[src/rtl/fetch_sequencer_if.sv]
// Bundles the sequencer's control, Fetch_Unit and IF/ID signals.
// Rev 1.0 - initial release
`default_nettype none

interface fetch_sequencer_if #(
  parameter int PC_W    = 16,
  parameter int INSTR_W = 9,
  parameter int CNT_W   = 16
);
  logic               go;
  logic               stall;
  logic               halt_req;
  logic               br_valid;
  logic               br_taken;
  logic [PC_W-1:0]    br_target;
  logic [PC_W-1:0]    fu_pc_out;
  logic [INSTR_W-1:0] fu_instr;
  logic [PC_W-1:0]    fu_pc_in;
  logic               fu_start;
  logic               fu_branch;
  logic               fu_taken;
  logic [PC_W-1:0]    fu_target;
  logic [INSTR_W-1:0] id_instr;
  logic [PC_W-1:0]    id_pc;
  logic               id_valid;
  logic               flush;
  logic               done;
  logic [CNT_W-1:0]   fetch_cnt;
  logic [CNT_W-1:0]   redirect_cnt;

  modport master (
    output go, stall, halt_req, br_valid, br_taken, br_target, fu_pc_out, fu_instr,
    input  fu_pc_in, fu_start, fu_branch, fu_taken, fu_target,
    input  id_instr, id_pc, id_valid, flush, done, fetch_cnt, redirect_cnt
  );

  modport slave (
    input  go, stall, halt_req, br_valid, br_taken, br_target, fu_pc_out, fu_instr,
    output fu_pc_in, fu_start, fu_branch, fu_taken, fu_target,
    output id_instr, id_pc, id_valid, flush, done, fetch_cnt, redirect_cnt
  );
endinterface

`default_nettype wire

[src/rtl/fetch_sequencer.sv]
// fetch_sequencer: owns the PC, sequences the Fetch_Unit, drives the IF/ID latch.
// Rev 1.0 - initial release
`default_nettype none

module fetch_sequencer #(
  parameter int              PC_W      = 16,
  parameter int              INSTR_W   = 9,
  parameter logic [PC_W-1:0] START_PC  = '0,
  parameter int              FLUSH_CYC = 2,
  parameter int              CNT_W     = 16
) (
  input  wire               clk,
  input  wire               reset,
  fetch_sequencer_if.slave  bus
);

  typedef enum logic [1:0] {
    S_IDLE  = 2'd0,
    S_RUN   = 2'd1,
    S_FLUSH = 2'd2,
    S_HALT  = 2'd3
  } state_t;

  state_t             state_q, state_d;
  logic [PC_W-1:0]    pc_q, pc_d;
  logic [INSTR_W-1:0] id_instr_q, id_instr_d;
  logic [PC_W-1:0]    id_pc_q, id_pc_d;
  logic               id_valid_q, id_valid_d;
  logic               done_q, done_d;
  logic [CNT_W-1:0]   fetch_cnt_q, fetch_cnt_d;
  logic [CNT_W-1:0]   redirect_cnt_q, redirect_cnt_d;
  logic [1:0]         flush_cnt_q, flush_cnt_d;
  logic               fu_start;

  always_ff @(posedge clk) begin
    if (reset) begin
      state_q        <= S_IDLE;
      pc_q           <= START_PC;
      id_instr_q     <= '0;
      id_pc_q        <= '0;
      id_valid_q     <= 1'b0;
      done_q         <= 1'b0;
      fetch_cnt_q    <= '0;
      redirect_cnt_q <= '0;
      flush_cnt_q    <= '0;
    end else begin
      state_q        <= state_d;
      pc_q           <= pc_d;
      id_instr_q     <= id_instr_d;
      id_pc_q        <= id_pc_d;
      id_valid_q     <= id_valid_d;
      done_q         <= done_d;
      fetch_cnt_q    <= fetch_cnt_d;
      redirect_cnt_q <= redirect_cnt_d;
      flush_cnt_q    <= flush_cnt_d;
    end
  end

  always_comb begin
    state_d        = state_q;
    pc_d           = pc_q;
    id_instr_d     = id_instr_q;
    id_pc_d        = id_pc_q;
    id_valid_d     = id_valid_q;
    done_d         = done_q;
    fetch_cnt_d    = fetch_cnt_q;
    redirect_cnt_d = redirect_cnt_q;
    flush_cnt_d    = flush_cnt_q;
    fu_start       = 1'b0;
    case (state_q)
      S_IDLE, S_HALT: begin
        if (bus.go) begin
          fu_start = 1'b1;
          pc_d     = START_PC;
          done_d   = 1'b0;
          state_d  = S_RUN;
        end
      end
      S_RUN: begin
        // Priority: taken branch > halt > stall > advance.
        if (bus.br_valid && bus.br_taken) begin
          pc_d           = bus.fu_pc_out;
          id_valid_d     = 1'b0;
          flush_cnt_d    = 2'(FLUSH_CYC - 1);
          redirect_cnt_d = (&redirect_cnt_q) ? redirect_cnt_q : redirect_cnt_q + CNT_W'(1);
          state_d        = S_FLUSH;
        end else if (bus.halt_req) begin
          id_valid_d = 1'b0;
          done_d     = 1'b1;
          state_d    = S_HALT;
        end else if (!bus.stall) begin
          id_instr_d  = bus.fu_instr;
          id_pc_d     = pc_q;
          id_valid_d  = 1'b1;
          pc_d        = bus.fu_pc_out;
          fetch_cnt_d = (&fetch_cnt_q) ? fetch_cnt_q : fetch_cnt_q + CNT_W'(1);
        end
      end
      S_FLUSH: begin
        if (flush_cnt_q == 2'd0) begin
          state_d = S_RUN;
        end else begin
          flush_cnt_d = flush_cnt_q - 2'd1;
        end
      end
      default: state_d = S_IDLE;
    endcase
  end

  assign bus.fu_pc_in     = pc_q;
  assign bus.fu_start     = fu_start;
  assign bus.fu_branch    = bus.br_valid & (state_q == S_RUN);
  assign bus.fu_taken     = bus.br_taken & bus.fu_branch;
  assign bus.fu_target    = bus.br_target;
  assign bus.id_instr     = id_instr_q;
  assign bus.id_pc        = id_pc_q;
  assign bus.id_valid     = id_valid_q;
  assign bus.flush        = (state_q == S_FLUSH);
  assign bus.done         = done_q;
  assign bus.fetch_cnt    = fetch_cnt_q;
  assign bus.redirect_cnt = redirect_cnt_q;

endmodule

`default_nettype wire

[src/flat_wrapper.sv]
// flat-port wrapper written by rule: the top's interface ports become plain ports
module fetch_sequencer_flat 
#(
  parameter int              PC_W      = 16,
  parameter int              INSTR_W   = 9,
  parameter logic [PC_W-1:0] START_PC  = '0,
  parameter int              FLUSH_CYC = 2,
  parameter int              CNT_W     = 16
)
  (clk, reset, bus_go, bus_stall, bus_halt_req, bus_br_valid, bus_br_taken, bus_br_target, bus_fu_pc_out, bus_fu_instr, bus_fu_pc_in, bus_fu_start, bus_fu_branch, bus_fu_taken, bus_fu_target, bus_id_instr, bus_id_pc, bus_id_valid, bus_flush, bus_done, bus_fetch_cnt, bus_redirect_cnt);
  fetch_sequencer_if #(.PC_W(PC_W), .INSTR_W(INSTR_W), .CNT_W(CNT_W)) bus_i ();
  input  wire clk;
  input  wire reset;
  input wire logic [$bits(bus_i.go)-1:0] bus_go;
  input wire logic [$bits(bus_i.stall)-1:0] bus_stall;
  input wire logic [$bits(bus_i.halt_req)-1:0] bus_halt_req;
  input wire logic [$bits(bus_i.br_valid)-1:0] bus_br_valid;
  input wire logic [$bits(bus_i.br_taken)-1:0] bus_br_taken;
  input wire logic [$bits(bus_i.br_target)-1:0] bus_br_target;
  input wire logic [$bits(bus_i.fu_pc_out)-1:0] bus_fu_pc_out;
  input wire logic [$bits(bus_i.fu_instr)-1:0] bus_fu_instr;
  output wire logic [$bits(bus_i.fu_pc_in)-1:0] bus_fu_pc_in;
  output wire logic [$bits(bus_i.fu_start)-1:0] bus_fu_start;
  output wire logic [$bits(bus_i.fu_branch)-1:0] bus_fu_branch;
  output wire logic [$bits(bus_i.fu_taken)-1:0] bus_fu_taken;
  output wire logic [$bits(bus_i.fu_target)-1:0] bus_fu_target;
  output wire logic [$bits(bus_i.id_instr)-1:0] bus_id_instr;
  output wire logic [$bits(bus_i.id_pc)-1:0] bus_id_pc;
  output wire logic [$bits(bus_i.id_valid)-1:0] bus_id_valid;
  output wire logic [$bits(bus_i.flush)-1:0] bus_flush;
  output wire logic [$bits(bus_i.done)-1:0] bus_done;
  output wire logic [$bits(bus_i.fetch_cnt)-1:0] bus_fetch_cnt;
  output wire logic [$bits(bus_i.redirect_cnt)-1:0] bus_redirect_cnt;
  assign bus_i.go = bus_go;
  assign bus_i.stall = bus_stall;
  assign bus_i.halt_req = bus_halt_req;
  assign bus_i.br_valid = bus_br_valid;
  assign bus_i.br_taken = bus_br_taken;
  assign bus_i.br_target = bus_br_target;
  assign bus_i.fu_pc_out = bus_fu_pc_out;
  assign bus_i.fu_instr = bus_fu_instr;
  assign bus_fu_pc_in = bus_i.fu_pc_in;
  assign bus_fu_start = bus_i.fu_start;
  assign bus_fu_branch = bus_i.fu_branch;
  assign bus_fu_taken = bus_i.fu_taken;
  assign bus_fu_target = bus_i.fu_target;
  assign bus_id_instr = bus_i.id_instr;
  assign bus_id_pc = bus_i.id_pc;
  assign bus_id_valid = bus_i.id_valid;
  assign bus_flush = bus_i.flush;
  assign bus_done = bus_i.done;
  assign bus_fetch_cnt = bus_i.fetch_cnt;
  assign bus_redirect_cnt = bus_i.redirect_cnt;
  fetch_sequencer #(.PC_W(PC_W), .INSTR_W(INSTR_W), .START_PC(START_PC), .FLUSH_CYC(FLUSH_CYC), .CNT_W(CNT_W)) u_core (.clk(clk), .reset(reset), .bus(bus_i));
endmodule
[config.mk]
export PLATFORM = sky130hd
export DESIGN_NAME = fetch_sequencer_flat
export DESIGN_NICKNAME = d
export VERILOG_FILES = /design/src/rtl/fetch_sequencer_if.sv /design/src/rtl/fetch_sequencer.sv /design/src/flat_wrapper.sv
export SDC_FILE = /design/constraint.sdc
export NUM_CORES = 1
export LEC_CHECK = 0
export ABC_AREA = 0
export BUFFER_PORTS_ARGS = -buffer_cell sky130_fd_sc_hd__buf_4
export CORE_MARGIN = 2
export CORE_UTILIZATION = 50
export CTS_CLUSTER_DIAMETER = 50
export CTS_CLUSTER_SIZE = 8
export DETAILED_ROUTE_END_ITERATION = 10
export GPL_TIMING_DRIVEN = 0
export PLACE_DENSITY = 0.87
export SKIP_LAST_GASP = 1
export SYNTH_ARGS = -nofsm -noshare
export SYNTH_HDL_FRONTEND = slang
export SYNTH_SLANG_ARGS = --single-unit
[constraint.sdc]
create_clock -name clk -period 6.1 [get_ports clk]
set_clock_uncertainty 0.15 [all_clocks]
set_input_delay 0.305 -clock clk [delete_from_list [all_inputs] [get_ports clk]]
set_output_delay 0.305 -clock clk [all_outputs]
set_load 0.02 [all_outputs]
==> impl_results.md <==
- RR Startpoint: u_core.state_q[0]$_SDFFE_PP0P_
- Slew Limit Fails: 0
- Setup crit end kind: flop
- First-iteration detailed-routing DRC count: about 140
- DIE WIDTH: between 80 and 90 um
- Die area: 8040 um2
- MaxCap Viol Count: 0
- Worst setup SP type: flop
- Worst-Skew Late Latency: 0.36 ns
- DIE HEIGHT: 89.7 um
- Worst-Margin Slew: roughly 0.84 ns
- Total GRT Usage: 23.7%
- Post-synth ARST share: 0%
- Worst-path cell chain: ha_1, nand3_2, or3_1, clkbuf_1, nor4_1, mux2_2
- Hold Startpoint: bus_fu_instr[8]
- Io pins: 143
- Slew headroom: 43.6%
- Pwr/cell area: 254 nW/um2
- Synth-to-layout area growth: 36.0%
- WL per Instance: roughly 15 um
- Yosys warns: 0
- Hold Path End: u_core.bus.id_instr[8]$_SDFFE_PP0P_
- HPWL after detailed placement: 7350 um
- Post-CTS Resized: 0
- Arr. time, crit path: 2.59 ns
- Critical Path Max Stage Delay: between 0.4 and 0.5 ns
- CP bufs+invs: 1
- Peak VDD IR: between 100 and 150 uV
- Postcts setup bufs: 0
- Placer Congestion: about 0.86
- Most frequent cells in the layout: buf_4, dfxtp_1, nand2_1
- Worst setup path category: reg -> reg
- Via count: 3,636
- Starting Density: 51.2%
- Num rows: 31
- CP max FO: 9
- Final setup fails: 0
- Mapped Cells: 437
- Vias in the first global route: 3,279
- Root Driver: clkbuf_8
- Setup WS post-layout: 3.60 ns
- Main synth FF type: dfxtp_1
- RSZ-0062 raised after global routing: false
- N_diodes: 0
- Unique cell type count in the Yosys netlist: 45
- Pleak: 0.00205 uW
- Hold Path Stages: 3
- Largest net degree at the start of global routing: 15
- Final hold vios: 0
- Hold-fix buffers, CTS: 0
- CTS max path bufs: 2
- Syn Nets: 490
- Clock Sinks: 79
- Worst min path class: in -> reg
- H-tree Lvls: 3
- DR vias/cell: between 5 and 6
- Gr ovfl total: 0
- Placement Setup Slack: 3.63 ns
- Antenna Nets Post-Route: 0
- R2r setup slk: 3.60 ns
- Avg Cell Area, Syn: ~8.4 um2
- DRC Markers: 0
- Synthesized flop and latch total: 79
- First-pass GRT wire length: roughly 15,000 um
- Reg2Reg Depth: 6
- Number of synthesized flops with an enable pin: 0
- Layout cells sized above 1: 31.6%
- Worst r2r dst: u_core.bus.redirect_cnt[14]$_SDFFE_PP0P_
- Fmax: 400 MHz
- Total design power: approximately 1300 uW
- Fill cells: 590
- Final net count: around 630
- Crit path max-delay cell type: or3_1
- Most common cell after layout, fill and taps aside: buf_4
- Total CTS buffers: 9
- Crit path max-delay family: simple AND/OR/NAND/NOR gates
- Period minus WS final: 2.50 ns
- Final wirelength: 9840 um
- CTS clk-pin slew, worst paths: 0.08 ns
- CTS tree: yes
- Post-Layout Cell Count: 678
- Initial antenna violation count: 0
- Tcrit/Tclk final: 40.9%
- Final core utilization: 69.6%
- CP required: 6.20 ns
- Dpl cells: 662
- Synthesized area: 3670 um2
- CORE AREA: 7180 um2
- Input/output buffers: 126
- Post-synthesis sequential area ratio: 43.1%
- Setup_tns: 0 ns
- Status: finished, final reports clean
- DRT Pass-1 Iters: 5
## final cells by class
class / instances / area, um2 / area share, %
Clock inverter: 6 / 115 / 2.31
Inverter: 13 / 48.8 / 0.977
Sequential cell: 79 / 1580 / 31.7
Multi-Input combinational cell: 308 / 1840 / 36.8
Tap cell: 99 / 124 / 2.48
Buffer: 37 / 201 / 4.03
Timing Repair Buffer: 126 / 946 / 18.9
Clock buffer: 10 / 138 / 2.76
## logic make-up after synthesis
group	synth area share [%]
adder cells (fa/ha/maj)	1.70
AO/OA/AOI/OAI	14.1
multiplexers	7.70
AND/OR/NAND/NOR	26.6
flip-flops	43.1
buffers and inverters	6.82
## sequential cells by signal, indices dropped and copies added, names as in the netlist
name,cells
u_core.bus.id_instr,9
u_core.bus.fu_pc_in,16
u_core.bus.fetch_cnt,16
u_core.state_q,2
u_core.flush_cnt_q,2
u_core.bus.done,1
u_core.bus.redirect_cnt,16
u_core.bus.id_pc,16
u_core.bus.id_valid,1
## through the flow
stage / hold slack (ns) / cell area (um2)
global route: 0.0346 / 4990
floorplan: 0.287 / 3670
finish: 0.0451 / 4990
CTS: 0.0361 / 4990
detailed placement: 0.299 / 4740
global placement: 0.292 / 4740
## synth_stat cells, types with 3 or more instances
cell type / instances / area (um2)
o31ai_1: 8 / 60.1
clkbuf_1: 18 / 67.6
nor2b_1: 11 / 68.8
nand2_1: 65 / 244
ha_1: 5 / 62.6
or4_1: 8 / 60.1
o41ai_1: 3 / 26.3
nand3_1: 13 / 65.1
inv_1: 13 / 48.8
a21oi_1: 44 / 220
nand4_1: 8 / 50.1
buf_4: 16 / 120
or3_1: 6 / 37.5
mux2i_1: 17 / 170
or2_2: 3 / 18.8
and2_1: 17 / 106
a211oi_1: 5 / 37.5
a31oi_1: 3 / 18.8
nand2b_1: 3 / 18.8
nor2_1: 34 / 128
dfxtp_1: 79 / 1580
nor3_1: 5 / 25.0
mux2_2: 10 / 113
nor4_1: 9 / 56.3
o21ai_0: 9 / 45.0
## worst max-delay path by stage
stage               slack [ns]                                  endpoint                                     from  cells past startpoint
floorplan                 3.82  u_core.bus.redirect_cnt[14]$_SDFFE_PP0P_  u_core.bus.redirect_cnt[0]$_SDFFE_PP0P_                      6
global placement          3.70  u_core.bus.redirect_cnt[14]$_SDFFE_PP0P_           u_core.state_q[1]$_SDFFE_PP0P_                      7
detailed placement        3.63  u_core.bus.redirect_cnt[14]$_SDFFE_PP0P_           u_core.state_q[1]$_SDFFE_PP0P_                      7
CTS                       3.60  u_core.bus.redirect_cnt[14]$_SDFFE_PP0P_           u_core.state_q[1]$_SDFFE_PP0P_                      7
global route              3.42   u_core.bus.redirect_cnt[5]$_SDFFE_PP0P_  u_core.bus.redirect_cnt[0]$_SDFFE_PP0P_                      6
finish                    3.60  u_core.bus.redirect_cnt[14]$_SDFFE_PP0P_           u_core.state_q[0]$_SDFFE_PP0P_                      6
## metal layers
metal  GRT usage (%)  wire [um]
met5               0          0
met4            9.36         91
met3            7.22        911
met2            41.0       4860
met1            27.4       3980
## tightest hold or removal path, stage by stage
cell and delay [ns]:
buf_4 0.11, nand2_1 0.04, a21oi_1 0.05
## power breakdown
group | switching [uW] | internal [uW] | leakage (uW)
clock | 201 | 285 | 0.000123
combinational | 129 | 104 | 0.00129
sequential | 15.0 | 534 | 0.000638
total | 345 | 924 | 0.00205
No activity file was read; power rests on OpenSTA's default activity.
